===== src/rtl/resized_crop_pkg.sv =====
// Shared types and constants for the random resized-crop stream block:
// FSM state encoding, crop-size lookup table and accumulator width.
package resized_crop_pkg;

    typedef enum logic [1:0] {
        ST_LATCH = 2'd0,
        ST_RUN   = 2'd1,
        ST_ADV   = 2'd2
    } crop_state_t;

    localparam int PKG_IMG_SIZE = 28;
    localparam int ACC_W        = $clog2(2 * PKG_IMG_SIZE);
    localparam int CROP_W       = 5;

    // Indexed by the LFSR scale code; the smallest entry must stay >= OUT_SIZE.
    localparam logic [CROP_W-1:0] CROP_SIZE [4] = '{5'd28, 5'd24, 5'd20, 5'd16};

    function automatic logic [CROP_W-1:0] clamp_offset(
        input logic [CROP_W-1:0] off,
        input logic [CROP_W-1:0] lim
    );
        logic [CROP_W-1:0] res;
        if (off > lim) begin
            res = lim;
        end else begin
            res = off;
        end
        return res;
    endfunction

endpackage


===== src/rtl/resized_crop_stream_axis_sel.sv =====
// One-axis window test plus nearest-neighbour keep decision, driven by a
// Bresenham-style accumulator that lands the last window position on a keep.
module crop_axis_sel
    import resized_crop_pkg::*;
#(
    parameter int XY_W     = 5,
    parameter int OUT_SIZE = 16
) (
    input  logic              clk,
    input  logic              reset,
    input  logic              i_clear,
    input  logic              i_step,
    input  logic [XY_W-1:0]   i_offset,
    input  logic [CROP_W-1:0] i_crop,
    input  logic [XY_W-1:0]   i_pos,
    output logic              o_in_win,
    output logic              o_keep
);

    logic [ACC_W-1:0] r_acc;
    logic [ACC_W-1:0] w_pos;
    logic [ACC_W-1:0] w_lo;
    logic [ACC_W-1:0] w_hi;
    logic [ACC_W-1:0] w_crop;
    logic [ACC_W-1:0] w_sum;

    assign w_pos    = ACC_W'(i_pos);
    assign w_lo     = ACC_W'(i_offset);
    assign w_crop   = ACC_W'(i_crop);
    assign w_hi     = w_lo + w_crop;
    assign w_sum    = r_acc + ACC_W'(OUT_SIZE);
    assign o_in_win = (w_pos >= w_lo) && (w_pos < w_hi);
    assign o_keep   = (w_sum >= w_crop);

    // Accumulator: step on each in-window position, clear on request.
    always_ff @(posedge clk or posedge reset) begin
        if (reset) begin
            r_acc <= {ACC_W{1'b0}};
        end else if (i_clear) begin
            r_acc <= {ACC_W{1'b0}};
        end else if (i_step && o_in_win) begin
            if (o_keep) begin
                r_acc <= w_sum - w_crop;
            end else begin
                r_acc <= w_sum;
            end
        end else begin
            r_acc <= r_acc;
        end
    end

endmodule


===== src/rtl/resized_crop_stream.sv =====
// Random resized crop on a raster pixel stream: latches crop size/offsets per
// frame, keeps an OUT_SIZE x OUT_SIZE subsample, and requests a new random code.
module resized_crop_stream
    import resized_crop_pkg::*;
#(
    parameter int IMG_SIZE = 28,
    parameter int OUT_SIZE = 16,
    parameter int DATA_W   = 8
) (
    input  logic              clk,
    input  logic              reset,
    input  logic [1:0]        scale_i,
    input  logic [4:0]        off_x_i,
    input  logic [4:0]        off_y_i,
    output logic              rnd_advance_o,
    input  logic              s_valid,
    output logic              s_ready,
    input  logic [DATA_W-1:0] s_data,
    input  logic              s_last,
    output logic              m_valid,
    input  logic              m_ready,
    output logic [DATA_W-1:0] m_data,
    output logic              m_last,
    output logic              frame_err_o
);

    localparam int              XY_W     = $clog2(IMG_SIZE);
    localparam logic [XY_W-1:0] LAST_POS = XY_W'(IMG_SIZE - 1);
    localparam logic [XY_W-1:0] XY_ONE   = {{(XY_W-1){1'b0}}, 1'b1};
    localparam logic [ACC_W-1:0] ACC_ONE = {{(ACC_W-1){1'b0}}, 1'b1};

    crop_state_t        r_state;
    logic [CROP_W-1:0]  r_crop;
    logic [XY_W-1:0]    r_ox;
    logic [XY_W-1:0]    r_oy;
    logic [XY_W-1:0]    r_x;
    logic [XY_W-1:0]    r_y;
    logic               r_row_keep;
    logic               r_m_valid;
    logic [DATA_W-1:0]  r_m_data;
    logic               r_m_last;
    logic               r_rnd_adv;
    logic               r_frame_err;

    logic               w_s_ready;
    logic               w_accept;
    logic               w_x_end;
    logic               w_final;
    logic               w_row_start;
    logic               w_latch;
    logic               w_col_clear;
    logic               w_col_step;
    logic               w_row_step;
    logic               w_col_in;
    logic               w_col_keep;
    logic               w_row_in;
    logic               w_row_keep_raw;
    logic               w_row_keep;
    logic               w_keep;
    logic               w_out_last;
    logic [CROP_W-1:0]  w_lat_crop;
    logic [CROP_W-1:0]  w_off_lim;

    assign w_latch     = (r_state == ST_LATCH);
    assign w_s_ready   = (r_state == ST_RUN) && (!r_m_valid || m_ready);
    assign w_accept    = s_valid && w_s_ready;
    assign w_x_end     = (r_x == LAST_POS);
    assign w_final     = w_x_end && (r_y == LAST_POS);
    assign w_row_start = (r_x == r_ox);

    assign w_lat_crop  = CROP_SIZE[scale_i];
    assign w_off_lim   = CROP_W'(IMG_SIZE) - w_lat_crop;

    // Column accumulator restarts each raster row; the row one only per frame.
    assign w_col_clear = w_latch || (w_accept && w_x_end);
    assign w_col_step  = w_accept && w_row_in;
    assign w_row_step  = w_accept && w_row_start;

    crop_axis_sel #(
        .XY_W     (XY_W),
        .OUT_SIZE (OUT_SIZE)
    ) u_col_sel (
        .clk      (clk),
        .reset    (reset),
        .i_clear  (w_col_clear),
        .i_step   (w_col_step),
        .i_offset (r_ox),
        .i_crop   (r_crop),
        .i_pos    (r_x),
        .o_in_win (w_col_in),
        .o_keep   (w_col_keep)
    );

    crop_axis_sel #(
        .XY_W     (XY_W),
        .OUT_SIZE (OUT_SIZE)
    ) u_row_sel (
        .clk      (clk),
        .reset    (reset),
        .i_clear  (w_latch),
        .i_step   (w_row_step),
        .i_offset (r_oy),
        .i_crop   (r_crop),
        .i_pos    (r_y),
        .o_in_win (w_row_in),
        .o_keep   (w_row_keep_raw)
    );

    // The row decision is made at x==ox and then held for the rest of the row.
    assign w_row_keep = w_row_start ? w_row_keep_raw : r_row_keep;
    assign w_keep     = w_col_in && w_row_in && w_col_keep && w_row_keep;
    assign w_out_last = ((ACC_W'(r_x) + ACC_ONE) == (ACC_W'(r_ox) + ACC_W'(r_crop))) &&
                        ((ACC_W'(r_y) + ACC_ONE) == (ACC_W'(r_oy) + ACC_W'(r_crop)));

    // Frame FSM, position counters and all registered outputs.
    always_ff @(posedge clk or posedge reset) begin
        if (reset) begin
            r_state     <= ST_LATCH;
            r_crop      <= {CROP_W{1'b0}};
            r_ox        <= {XY_W{1'b0}};
            r_oy        <= {XY_W{1'b0}};
            r_x         <= {XY_W{1'b0}};
            r_y         <= {XY_W{1'b0}};
            r_row_keep  <= 1'b0;
            r_m_valid   <= 1'b0;
            r_m_data    <= {DATA_W{1'b0}};
            r_m_last    <= 1'b0;
            r_rnd_adv   <= 1'b0;
            r_frame_err <= 1'b0;
        end else begin
            r_rnd_adv   <= 1'b0;
            r_frame_err <= 1'b0;

            if (w_accept && w_keep) begin
                r_m_valid <= 1'b1;
                r_m_data  <= s_data;
                r_m_last  <= w_out_last;
            end else if (m_ready) begin
                r_m_valid <= 1'b0;
                r_m_last  <= 1'b0;
            end

            case (r_state)
                ST_LATCH: begin
                    r_crop     <= w_lat_crop;
                    r_ox       <= XY_W'(clamp_offset(off_x_i, w_off_lim));
                    r_oy       <= XY_W'(clamp_offset(off_y_i, w_off_lim));
                    r_x        <= {XY_W{1'b0}};
                    r_y        <= {XY_W{1'b0}};
                    r_row_keep <= 1'b0;
                    r_state    <= ST_RUN;
                end
                ST_RUN: begin
                    if (w_accept) begin
                        if (w_row_start) begin
                            r_row_keep <= w_row_in && w_row_keep_raw;
                        end
                        if (s_last || w_final) begin
                            r_state     <= ST_ADV;
                            r_rnd_adv   <= 1'b1;
                            r_frame_err <= (s_last != w_final);
                        end else if (w_x_end) begin
                            r_x <= {XY_W{1'b0}};
                            r_y <= r_y + XY_ONE;
                        end else begin
                            r_x <= r_x + XY_ONE;
                        end
                    end
                end
                ST_ADV: begin
                    r_state <= ST_LATCH;
                end
                default: begin
                    r_state <= ST_LATCH;
                end
            endcase
        end
    end

    assign s_ready       = w_s_ready;
    assign m_valid       = r_m_valid;
    assign m_data        = r_m_data;
    assign m_last        = r_m_last;
    assign rnd_advance_o = r_rnd_adv;
    assign frame_err_o   = r_frame_err;

endmodule

===== config.mk =====
export PLATFORM = sky130hd
export DESIGN_NAME = resized_crop_stream
export DESIGN_NICKNAME = d
export VERILOG_FILES = /design/src/rtl/resized_crop_pkg.sv /design/src/rtl/resized_crop_stream_axis_sel.sv /design/src/rtl/resized_crop_stream.sv
export SDC_FILE = /design/constraint.sdc
export NUM_CORES = 1
export LEC_CHECK = 0
export BUFFER_PORTS_ARGS = -buffer_cell sky130_fd_sc_hd__clkbuf_2
export CORE_MARGIN = 1.5
export CORE_UTILIZATION = 50
export CTS_CLUSTER_SIZE = 8
export DETAILED_ROUTE_END_ITERATION = 8
export PLACE_DENSITY = 0.82
export SKIP_LAST_GASP = 1
export SYNTH_ARGS = -nofsm -noshare
export SYNTH_HDL_FRONTEND = slang
export SYNTH_SLANG_ARGS = --single-unit

===== constraint.sdc =====
create_clock -name clk -period 7.9 [get_ports clk]
set_input_delay 1.58 -clock clk [delete_from_list [all_inputs] [get_ports clk]]
set_output_delay 1.58 -clock clk [all_outputs]
set_load 0.01 [all_outputs]

==> flow_metrics.py, run 1 <==
metrics = {
    "synth": {
        "synth_cells": 345,
        "synth-seq-cells": 46,
        "synthesis.area_um2": 3223,
        "synth_top_cells_by_area": "dfrtp_1, ha_1, o21ai_0",
        "yosys_warnings": 0,
        "syn_area_per_cell_um2": 9.342,
        "synth_top_area_share": 0.3571,
        "synth_nets": 411,
        "synth_cell_types": 48,
        "synth-seq-area-share": 0.3571,
        "yosysTopAreaCell": "dfrtp_1",
    },
    "grt": {
        "grt_max_degree": 47,
        "grt_usage": 0.2124,
        "grt_pass1_wl_um": 11820,
        "grt_pass1_vias": 2574,
        "antenna_found_initial": 0,
        "grt-ovfl-total": 0,
    },
    "layout": {
        "drive_gt1_frac": 0.1667,
        "antennaDiodeCount": 0,
        "multi_input_area_um2": 1941,
        "nets": 449,
        "register_area_um2": 1151,
        "fin_util": 0.5691,
        "final_area_um2": 3572,
        "stdcell_count": 461,
        "fill_cells": 561,
        "area_delta_synth_final_pct": 10.83,
    },
    "setup_path": {
        "r2r_end": "m_data[4]",
        "r2r_cells": 9,
        "worst_setup_path_start_kind": "flip-flop",
        "worstSetupPathType": "reg -> reg",
        "path_cells": "ha_1 > fa_1 > inv_1 > ha_1 > a211o_1 > o221ai_1 > nand2_2 > nor4_4 > mux2_2",
        "worstReg2RegStart": "r_crop[2]",
        "cp_max_fo": 10,
        "reg2reg_slack_ns": 4.25,
        "arrival_ns": 3.84,
        "crit_path_end_kind": "flip-flop",
        "slowest_delay_ns": 0.69,
        "cp_common_cell": "ha_1",
        "cpMaxStageDelayCell": "nor4_4",
        "critPathRequiredTime_ns": 8.09,
    },
    "clocking": {
        "htreeDepth": 2,
        "cts_setup_buffers": 0,
        "ctsResizeCount": 0,
        "cts_max_path_buffers": 2,
        "numClockSinks": 46,
        "cts.reportedPaths.clkPinSlew_ns": 0.09,
        "cts_buffers": 5,
        "cts_tree": "yes",
        "hold_buffers": 0,
        "clockRootBuffer": "clkbuf_8",
        "clkLatencyLatePin_ns": 0.31,
    },
    "routing": {
        "drtAntennaViolNets": 0,
        "viasPerCell": 5.696,
        "vias": 2626,
        "initialDrtViolationCount": 185,
        "drc": 0,
        "drt_pass1_iterations": 4,
        "post_drt_wl_per_cell_um": 15.02,
        "drt-total-wl_um": 6925,
    },
    "die": {
        "ios": 38,
        "die_area_um2": 6937,
        "initial_core_util": 0.5135,
        "die_h_um": 83.29,
        "die_w_um": 83.29,
        "core_area_um2": 6277,
        "rows": 29,
    },
    "timing": {
        "rsz0062_at_grt": "no",
        "fmax_ghz": 0.2742,
        "finalSetupViolCount": 0,
        "fin_tns_setup_ns": 0,
        "tightest_slew_ns": 0.9744,
        "min_period_ns": 3.646,
        "hold_viol": 0,
        "slew_headroom": 0.3480,
        "slew_violations": 0,
        "post-route-period-util": 0.4616,
        "fin_skew_ns": 0.01170,
    },
    "worst_hold_path": {
        "min_path_type": "reg -> reg",
        "worstHoldStart": "r_state[1]",
        "hold_end": "r_state[0]",
        "min_path_cells": 1,
    },
    "power": {
        "power_mw": 1.267,
        "leakagePower_nw": 1.779,
        "ir_drop_v": 0.0001709,
        "p_per_area_nw_per_um2": 354.6,
    },
    "place": {
        "port_buffers": 37,
        "post-place-cells": 453,
        "dpl_cell_area_um2": 3482,
        "gp_congestion": 0.9097,
        "place_hpwl_um": 5437,
    },
    "status": {
        "run_status": "complete, no violations",
    },
    "flow_run": {
        "max_cap_violations": 0,
    },
}
==> cells in the mapped netlist, drive strengths merged <==
library cell,n
mux2i,9
clkbuf,6
mux2,9
nor3,3
nand2,34
nand3b,1
nand4,3
fa,4
o211a,1
a31oi,2
a21oi,12
and2,2
o31ai,3
a22o,1
o41ai,2
and3,4
or3,3
a211oi,4
a21boi,1
xor2,7
o41a,1
or2,5
o211ai,3
a221o,1
nor2b,7
dfrtp,46
xnor2,9
or4,4
a211o,2
nand2b,9
o21ai,26
o21a,4
a221oi,1
and2b,1
a21o,6
o221ai,1
nor4,3
nand3,15
nor4b,1
inv,29
nor3b,1
and4b,1
ha,37
nor2,21
==> area by class of cell <==
type / count / area share
tap: 77 / 0.02697
timing repair buffer: 37 / 0.05184
clock inverter: 3 / 0.005954
sequential: 46 / 0.3222
multi-input combinational: 264 / 0.5433
clock buffer: 5 / 0.01926
inverter: 29 / 0.03047
==> power breakdown <==
group | total [mW] | switching (mW) | internal, mW | leakage (nW)
Combinational | 0.736 | 0.407 | 0.329 | 1.12
Clock | 0.146 | 0.0839 | 0.0622 | 0.0441
Sequential | 0.385 | 0.0813 | 0.303 | 0.611
Total | 1.27 | 0.572 | 0.695 | 1.78
==> registers in the layout, summed over array words and instances, names as in the netlist <==
signal           flops
m_last               1
r_state              2
rnd_advance_o        1
frame_err_o          1
r_row_keep           1
r_ox                 5
r_y                  5
u_col_sel.r_acc      4
m_data               8
r_crop               3
r_oy                 5
u_row_sel.r_acc      4
r_x                  5
m_valid              1
==> routing by layer <==
| metal | up-vias | track usage | share of wire |
|---|---|---|---|
| li1 | 1300 | - | - |
| met1 | 1255 | 0.2796 | 0.42 |
| met2 | 63 | 0.3518 | 0.51 |
| met3 | 8 | 0.03479 | 0.050 |
| met4 | 0 | 0.08182 | 0.015 |
| met5 | - | 0 | 0 |
==> through the flow <==
stage / hold slack [ns] / setup slack [ns]
after CTS: 0.4865 / 4.269
after floorplan: 0.4453 / 4.547
after detailed placement: 0.4754 / 4.268
after global placement: 0.4635 / 4.343
final: 0.4850 / 4.254
after global routing: 0.5260 / 4.016
==> cell families after synthesis <==
kind of cell,count (synthesis),synth area share
XOR/XNOR,16,0.04348
multiplexers,18,0.05940
buffers and inverters,35,0.04076
adder cells (fa/ha/maj),41,0.1685
flip-flops,46,0.3571
AND/OR/NAND/NOR,118,0.1902
AO/OA/AOI/OAI,71,0.1405
==> critical path: cells and delay by family, from the launching register on <==
kind                     cells  cell delay [ns]
adder cells (fa/ha/maj)      3             1.11
AND/OR/NAND/NOR              2             0.88
AO/OA/AOI/OAI                2             0.60
flip-flops                   1             0.48
multiplexers                 1             0.41
buffers and inverters        1             0.06
==> cell usage in the layout, fill, tap and decap left out, types with 3 or more instances in the layout <==
cell,instances
a211oi_1,4
a21o_1,6
a21oi_1,12
and3_1,3
clkbuf_2,37
clkbuf_8,5
dfrtp_1,46
fa_1,4
ha_1,37
inv_1,28
mux2_2,9
mux2i_1,9
nand2_1,33
nand2b_1,9
nand3_1,15
nand4_1,3
nor2_1,21
nor2b_1,7
nor3_1,3
o211ai_1,3
o21a_1,4
o21ai_0,26
o31ai_1,3
or2_2,5
or3_1,3
or4_1,3
xnor2_1,9
xor2_1,7
==> worst max-delay path by stage <==
stage,from,to,slack (ns),cells after the start
after floorplan,m_ready,s_ready,4.55,2
after global placement,r_crop[2],m_data[3],4.34,9
after detailed placement,r_crop[2],m_data[4],4.27,9
after CTS,r_crop[2],m_data[4],4.27,9
after global routing,r_crop[2],m_data[4],4.02,9
final,r_crop[2],m_data[4],4.25,9
Power figures use the tool's default switching activity.
==> run 2: changes to the inputs <==
--- a/config.mk
+++ b/config.mk
@@ -10,7 +10,7 @@
 export CORE_UTILIZATION = 50
 export CTS_CLUSTER_SIZE = 8
 export DETAILED_ROUTE_END_ITERATION = 8
-export PLACE_DENSITY = 0.82
+export PLACE_DENSITY = 0.85
 export SKIP_LAST_GASP = 1
 export SYNTH_ARGS = -nofsm -noshare
 export SYNTH_HDL_FRONTEND = slang
==> constraint.sdc (replaced) <==
create_clock -name clk -period 3.35 [get_ports clk]
set_input_delay 0.67 -clock clk [delete_from_list [all_inputs] [get_ports clk]]
set_output_delay 0.67 -clock clk [all_outputs]
set_load 0.01 [all_outputs]
==> run 2 against run 1 <==
Sequential share of layout area fell by 0.81 points. Cell area increased by 2.6%. Via count is 4.2% higher. Cell count increased by 1.5%. First-iteration DRC count increased by 1.6%. Combinational power increased to 2.6 times the previous value. Clock skew down 0.0054 ns. Power grew to 2.5 times the previous value. Hold slack improved by 0.0029 ns. Critical path type unchanged.
==> flow_metrics.py, run 2 (synthesis results as in run 1) <==
metrics = {
    "status": {
        "run_status": "complete, no violations",
    },
    "clocking": {
        "numClockSinks": 46,
        "htreeDepth": 2,
        "cts.reportedPaths.clkPinSlew_ns": 0.08,
        "hold_buffers": 0,
        "cts_buffers": 5,
        "clockRootBuffer": "clkbuf_8",
        "clkLatencyLatePin_ns": 0.30,
        "cts_max_path_buffers": 2,
        "cts_tree": "yes",
    },
    "routing": {
        "vias": 2735,
        "drt_pass1_iterations": 4,
        "drtAntennaViolNets": 0,
        "viasPerCell": 5.844,
        "post_drt_wl_per_cell_um": 15.88,
        "drt-total-wl_um": 7432,
        "initialDrtViolationCount": 188,
        "drc": 0,
    },
    "power": {
        "ir_drop_v": 0.0004722,
        "power_mw": 3.229,
        "p_per_area_nw_per_um2": 881.1,
        "leakagePower_nw": 1.833,
    },
    "grt": {
        "grt_max_degree": 47,
        "grt_usage": 0.2273,
        "grt_pass1_vias": 2769,
        "antenna_found_initial": 0,
        "grt_pass1_wl_um": 12770,
        "grt-ovfl-total": 0,
    },
    "setup_path": {
        "worstSetupPathType": "reg -> reg",
        "crit_path_end_kind": "flip-flop",
        "critPathRequiredTime_ns": 3.54,
        "worst_setup_path_start_kind": "flip-flop",
        "arrival_ns": 3.37,
        "cp_max_fo": 10,
    },
    "place": {
        "place_hpwl_um": 5701,
        "port_buffers": 37,
        "gp_congestion": 0.9242,
    },
    "layout": {
        "layout_common_cells": "dfrtp_1, ha_1, clkbuf_2",
        "nets": 457,
        "final_common_cell": "dfrtp_1",
        "largest_register_ffs": 8,
        "area_delta_synth_final_pct": 13.70,
        "drive_gt1_frac": 0.1841,
        "fill_cells": 511,
        "antennaDiodeCount": 0,
        "multi_input_area_um2": 1947,
        "register_area_um2": 1151,
    },
    "flow_run": {
        "max_cap_violations": 0,
    },
    "timing": {
        "fmax_ghz": 0.3148,
        "finalSetupViolCount": 0,
        "tightest_slew_ns": 0.9385,
        "whs_ns": 0.4880,
        "fin_tns_setup_ns": 0,
        "post-route-period-util": 0.9483,
        "rsz0062_at_grt": "no",
        "hold_viol": 0,
        "fin_skew_ns": 0.006347,
        "slew_headroom": 0.3734,
        "min_period_ns": 3.177,
        "slew_violations": 0,
    },
    "die": {
        "die_area_um2": 6937,
        "rows": 29,
        "die_w_um": 83.29,
        "initial_core_util": 0.5135,
        "core_area_um2": 6277,
        "die_h_um": 83.29,
        "ios": 38,
    },
    "worst_hold_path": {
        "min_path_type": "reg -> reg",
    },
}
-- run 2: metal layers --
| layer | up-vias | share of wire | GRT usage | routed length [um] |
|---|---|---|---|---|
| met5 | - | 0 | 0 | 0 |
| met4 | 0 | 0.023 | 0.09697 | 168 |
| met3 | 17 | 0.050 | 0.03777 | 368 |
| met2 | 84 | 0.51 | 0.3902 | 3827 |
| met1 | 1321 | 0.41 | 0.2828 | 3067 |
| li1 | 1313 | - | - | - |
-- run 2: repair_timing --
action                     CTS  global route
setup endpoints to repair    0            11
gates resized for setup      0             2
buffers inserted             0             1
-- run 2: layout make-up --
cell class              instances  share of cell area
multi-input cells             264              0.5312
flip-flops and latches         46              0.3141
repair buffers                 45             0.06794
inverters                      29             0.02970
well taps                      77             0.02629
clock buffers                   6             0.02253
clock inverters                 1            0.008194
-- run 2: final timing paths --
kind,endpoint,start,slack [ns],cells past startpoint
setup / recovery,m_data[1],r_oy[2],0.17,10
hold / removal,r_state[0],r_state[1],0.49,1
setup reg to reg,m_data[1],r_oy[2],0.17,10
hold reg to reg,r_state[0],r_state[1],0.49,1
max in group asynchronous,r_y[3],reset,2.20,2
min in group asynchronous,u_col_sel.r_acc[3],reset,0.56,2
-- run 2: report_power, final --
| group | total, mW | internal (mW) | switching [mW] |
|---|---|---|---|
| registers | 0.884 | 0.715 | 0.169 |
| clock network | 0.426 | 0.239 | 0.187 |
| logic | 1.92 | 0.861 | 1.06 |
| total | 3.23 | 1.82 | 1.41 |
-- run 2: worst max-delay path, cell delays in order, from the launching register on --
cell	delay [ns]
dfrtp_1	0.42
ha_1	0.21
fa_1	0.55
inv_1	0.06
ha_1	0.30
a211o_1	0.28
o221ai_2	0.22
nand2_2	0.15
nor4_4	0.32
buf_6	0.20
mux2_2	0.35
-- run 2: stage by stage --
stage | cells | worst slack (ns) | util | area [um2]
after floorplan | 345 | 0.1332 | - | 3223
after global placement | 460 | 0.1760 | 0.5631 | 3535
after detailed placement | 460 | 0.04043 | 0.5631 | 3535
after CTS | 467 | 0.008422 | 0.5810 | 3647
after global routing | 468 | 0.01259 | 0.5838 | 3665
final | 468 | 0.1731 | 0.5838 | 3665
==> run 3: changes to the inputs <==
--- a/config.mk
+++ b/config.mk
@@ -5,12 +5,13 @@
 export SDC_FILE = /design/constraint.sdc
 export NUM_CORES = 1
 export LEC_CHECK = 0
+export ABC_AREA = 1
 export BUFFER_PORTS_ARGS = -buffer_cell sky130_fd_sc_hd__clkbuf_2
 export CORE_MARGIN = 1.5
 export CORE_UTILIZATION = 50
 export CTS_CLUSTER_SIZE = 8
 export DETAILED_ROUTE_END_ITERATION = 8
-export PLACE_DENSITY = 0.85
+export PLACE_DENSITY = 0.84
 export SKIP_LAST_GASP = 1
 export SYNTH_ARGS = -nofsm -noshare
 export SYNTH_HDL_FRONTEND = slang
==> run 3 against run 2 <==
Power down 13%. First-iteration DRC count is 58% higher. Non-clock buffer count decreased by 6. Clock-buffer cell count decreased by 1. Maximum frequency is 16% higher. Routed wire length increased by 9.3%. Critical path type unchanged. Area after synthesis up 8.2%. Die area up 7.9%. Global-route usage is 0.95 points higher. Register-to-register slack better by 0.44 ns. Largest cell class unchanged. Worst setup slack improved by 0.44 ns. Synthesized cell count grew 39%. Critical endpoint is now m_last.
==> flow_metrics.py, run 3 <==
metrics = {
    "status": {
        "run_status": "complete, no violations",
    },
    "setup_path": {
        "endpoint": "m_last",
        "worstSetupPathType": "reg -> reg",
        "worstReg2RegStart": "r_crop[2]",
        "critPathTopFamily": "adder cells",
        "worst_setup_path_start_kind": "flip-flop",
        "r2r_end": "m_last",
        "cp_max_fo": 14,
        "cp_common_cell": "nand2_1",
        "cpMaxStageDelayCell": "fa_1",
        "critPathRequiredTime_ns": 3.56,
        "r2r_cells": 14,
        "reg2reg_slack_ns": 0.61,
        "arrival_ns": 2.95,
        "slowest_delay_ns": 0.51,
        "crit_path_end_kind": "flip-flop",
        "cp_num_buf_inv": 2,
        "cp.depth": 14,
        "path_cells": "ha_1 > fa_1 > inv_1 > ha_1 > a21oi_1 > nand2_1 > nand2_1 > nand2_1 > nand2_1 > nand2_1 > nor2_4 > nand3_1 > nand2_1 > inv_1",
        "crit_start": "r_crop[2]",
    },
    "routing": {
        "drc": 0,
        "viasPerCell": 5.361,
        "vias": 3222,
        "post_drt_wl_per_cell_um": 13.51,
        "initialDrtViolationCount": 297,
        "drt-total-wl_um": 8121,
        "drt_pass1_iterations": 6,
        "drtAntennaViolNets": 0,
    },
    "grt": {
        "grt_pass1_vias": 3219,
        "grt_usage": 0.2368,
        "antenna_found_initial": 0,
        "grt_max_degree": 47,
        "grt-ovfl-total": 0,
        "grt_pass1_wl_um": 14010,
    },
    "worst_hold_path": {
        "min_path_type": "reg -> reg",
    },
    "timing": {
        "fin_skew_ns": 0.005905,
        "slew_violations": 0,
        "fin_tns_setup_ns": 0,
        "hold_viol": 0,
        "post-route-period-util": 0.8180,
        "finalSetupViolCount": 0,
        "worst_slack_ns": 0.6095,
        "tightest_slew_ns": 0.9869,
        "fmax_ghz": 0.3649,
        "min_period_ns": 2.740,
        "slew_headroom": 0.3411,
        "rsz0062_at_grt": "no",
    },
    "die": {
        "core_area_um2": 6756,
        "die_h_um": 86.51,
        "die_w_um": 86.51,
        "ios": 38,
        "initial_core_util": 0.5161,
        "rows": 30,
        "die_area_um2": 7484,
    },
    "place": {
        "port_buffers": 37,
        "dpl_worst_slack_ns": 0.6388,
        "place_hpwl_um": 6323,
        "gp_congestion": 0.8526,
    },
    "clocking": {
        "clkLatencyLatePin_ns": 0.31,
        "numClockSinks": 46,
        "ctsResizeCount": 0,
        "cts_buffers": 5,
        "htreeDepth": 2,
        "hold_buffers": 0,
        "clockRootBuffer": "clkbuf_8",
        "cts_tree": "yes",
        "cts_max_path_buffers": 2,
        "cts.reportedPaths.clkPinSlew_ns": 0.10,
        "cts_setup_buffers": 0,
    },
    "layout": {
        "area_delta_synth_final_pct": 11.19,
        "final_common_cell": "nand2_1",
        "nets": 586,
        "largest_register_ffs": 8,
        "antennaDiodeCount": 0,
        "layout_common_cells": "nand2_1, inv_1, dfrtp_1",
        "drive_gt1_frac": 0.1344,
    },
    "synth": {
        "synth_top_area_share": 0.3301,
        "synth-async-reset-ratio": 1.000,
        "synth-seq-cells": 46,
        "yosysTopAreaCell": "dfrtp_1",
        "synth_nets": 544,
        "syn_area_per_cell_um2": 7.295,
        "synth_cell_types": 36,
        "synthesis.area_um2": 3487,
        "yosys_warnings": 0,
        "synth_edf_count": 0,
        "synth_common_cells": "nand2_1, inv_1, dfrtp_1, nand3_1, ha_1",
        "synth-seq-area-share": 0.3301,
        "synth_top_cells_by_area": "dfrtp_1, nand2_1, ha_1",
        "synthFlopType": "dfrtp_1",
        "synth.most_common_cell": "nand2_1",
        "synth_cells": 478,
    },
    "power": {
        "leakagePower_nw": 2.218,
        "ir_drop_v": 0.0003098,
        "power_mw": 2.800,
        "p_per_area_nw_per_um2": 722.0,
    },
    "flow_run": {
        "max_cap_violations": 0,
    },
}
## run 3: how the worst min path moves through the flow
stage	end	startpoint	cells past startpoint
finish	m_data[2]	m_data[2]	2
global route	r_state[0]	r_state[1]	1
CTS	r_state[0]	r_state[1]	1
detailed placement	m_data[2]	m_data[2]	2
global placement	m_data[3]	m_data[3]	2
floorplan	r_state[0]	r_state[1]	1
## run 3: worst reg2reg max path, delay by kind of cell, from the launching register on
family / cells / cell delay [ns]
adders and majority gates: 3 / 1.05
buffers and inverters: 2 / 0.12
AOI/OAI and AO/OA: 1 / 0.13
and+or+nand+nor: 8 / 0.86
DFF: 1 / 0.48
## run 3: cell type report
class | count | area [um2]
clock buffer | 5 | 68.82
timing repair buffer | 39 | 200.2
multi-input combinational | 335 | 1959
fill | 598 | 2879
inverter | 93 | 354.1
tap | 80 | 100.1
sequential | 46 | 1151
clock inverter | 3 | 43.79
## run 3: metrics by stage
step	utilization	instance area (um2)	hold slack, ns	std cells
after floorplan	-	3487	0.4479	478
after global placement	0.5572	3765	0.4561	593
after detailed placement	0.5572	3765	0.4584	593
after CTS	0.5739	3877	0.4805	601
after global routing	0.5739	3877	0.5018	601
final	0.5739	3877	0.4783	601
## run 3: metal layers
metal / vias up / GRT usage / wire length [um]
li1: 1600 / - / -
met1: 1485 / 0.2885 / 3390
met2: 112 / 0.4176 / 4044
met3: 25 / 0.04095 / 463
met4: 0 / 0.08944 / 222
met5: - / 0 / 0
## run 3: power by group
group	switching, mW	internal, mW	leakage (nW)
Clock	0.214	0.224	0.0585
Combinational	0.946	0.552	1.55
Sequential	0.163	0.700	0.607
## run 3: cells by family after synthesis
logic type	count (synthesis)	synth area share
AOI/OAI and AO/OA	44	0.07356
DFF	46	0.3301
and+or+nand+nor	246	0.3226
adders and majority gates	41	0.1557
xor gates and xnor gates	4	0.01005
buffers and inverters	97	0.1080
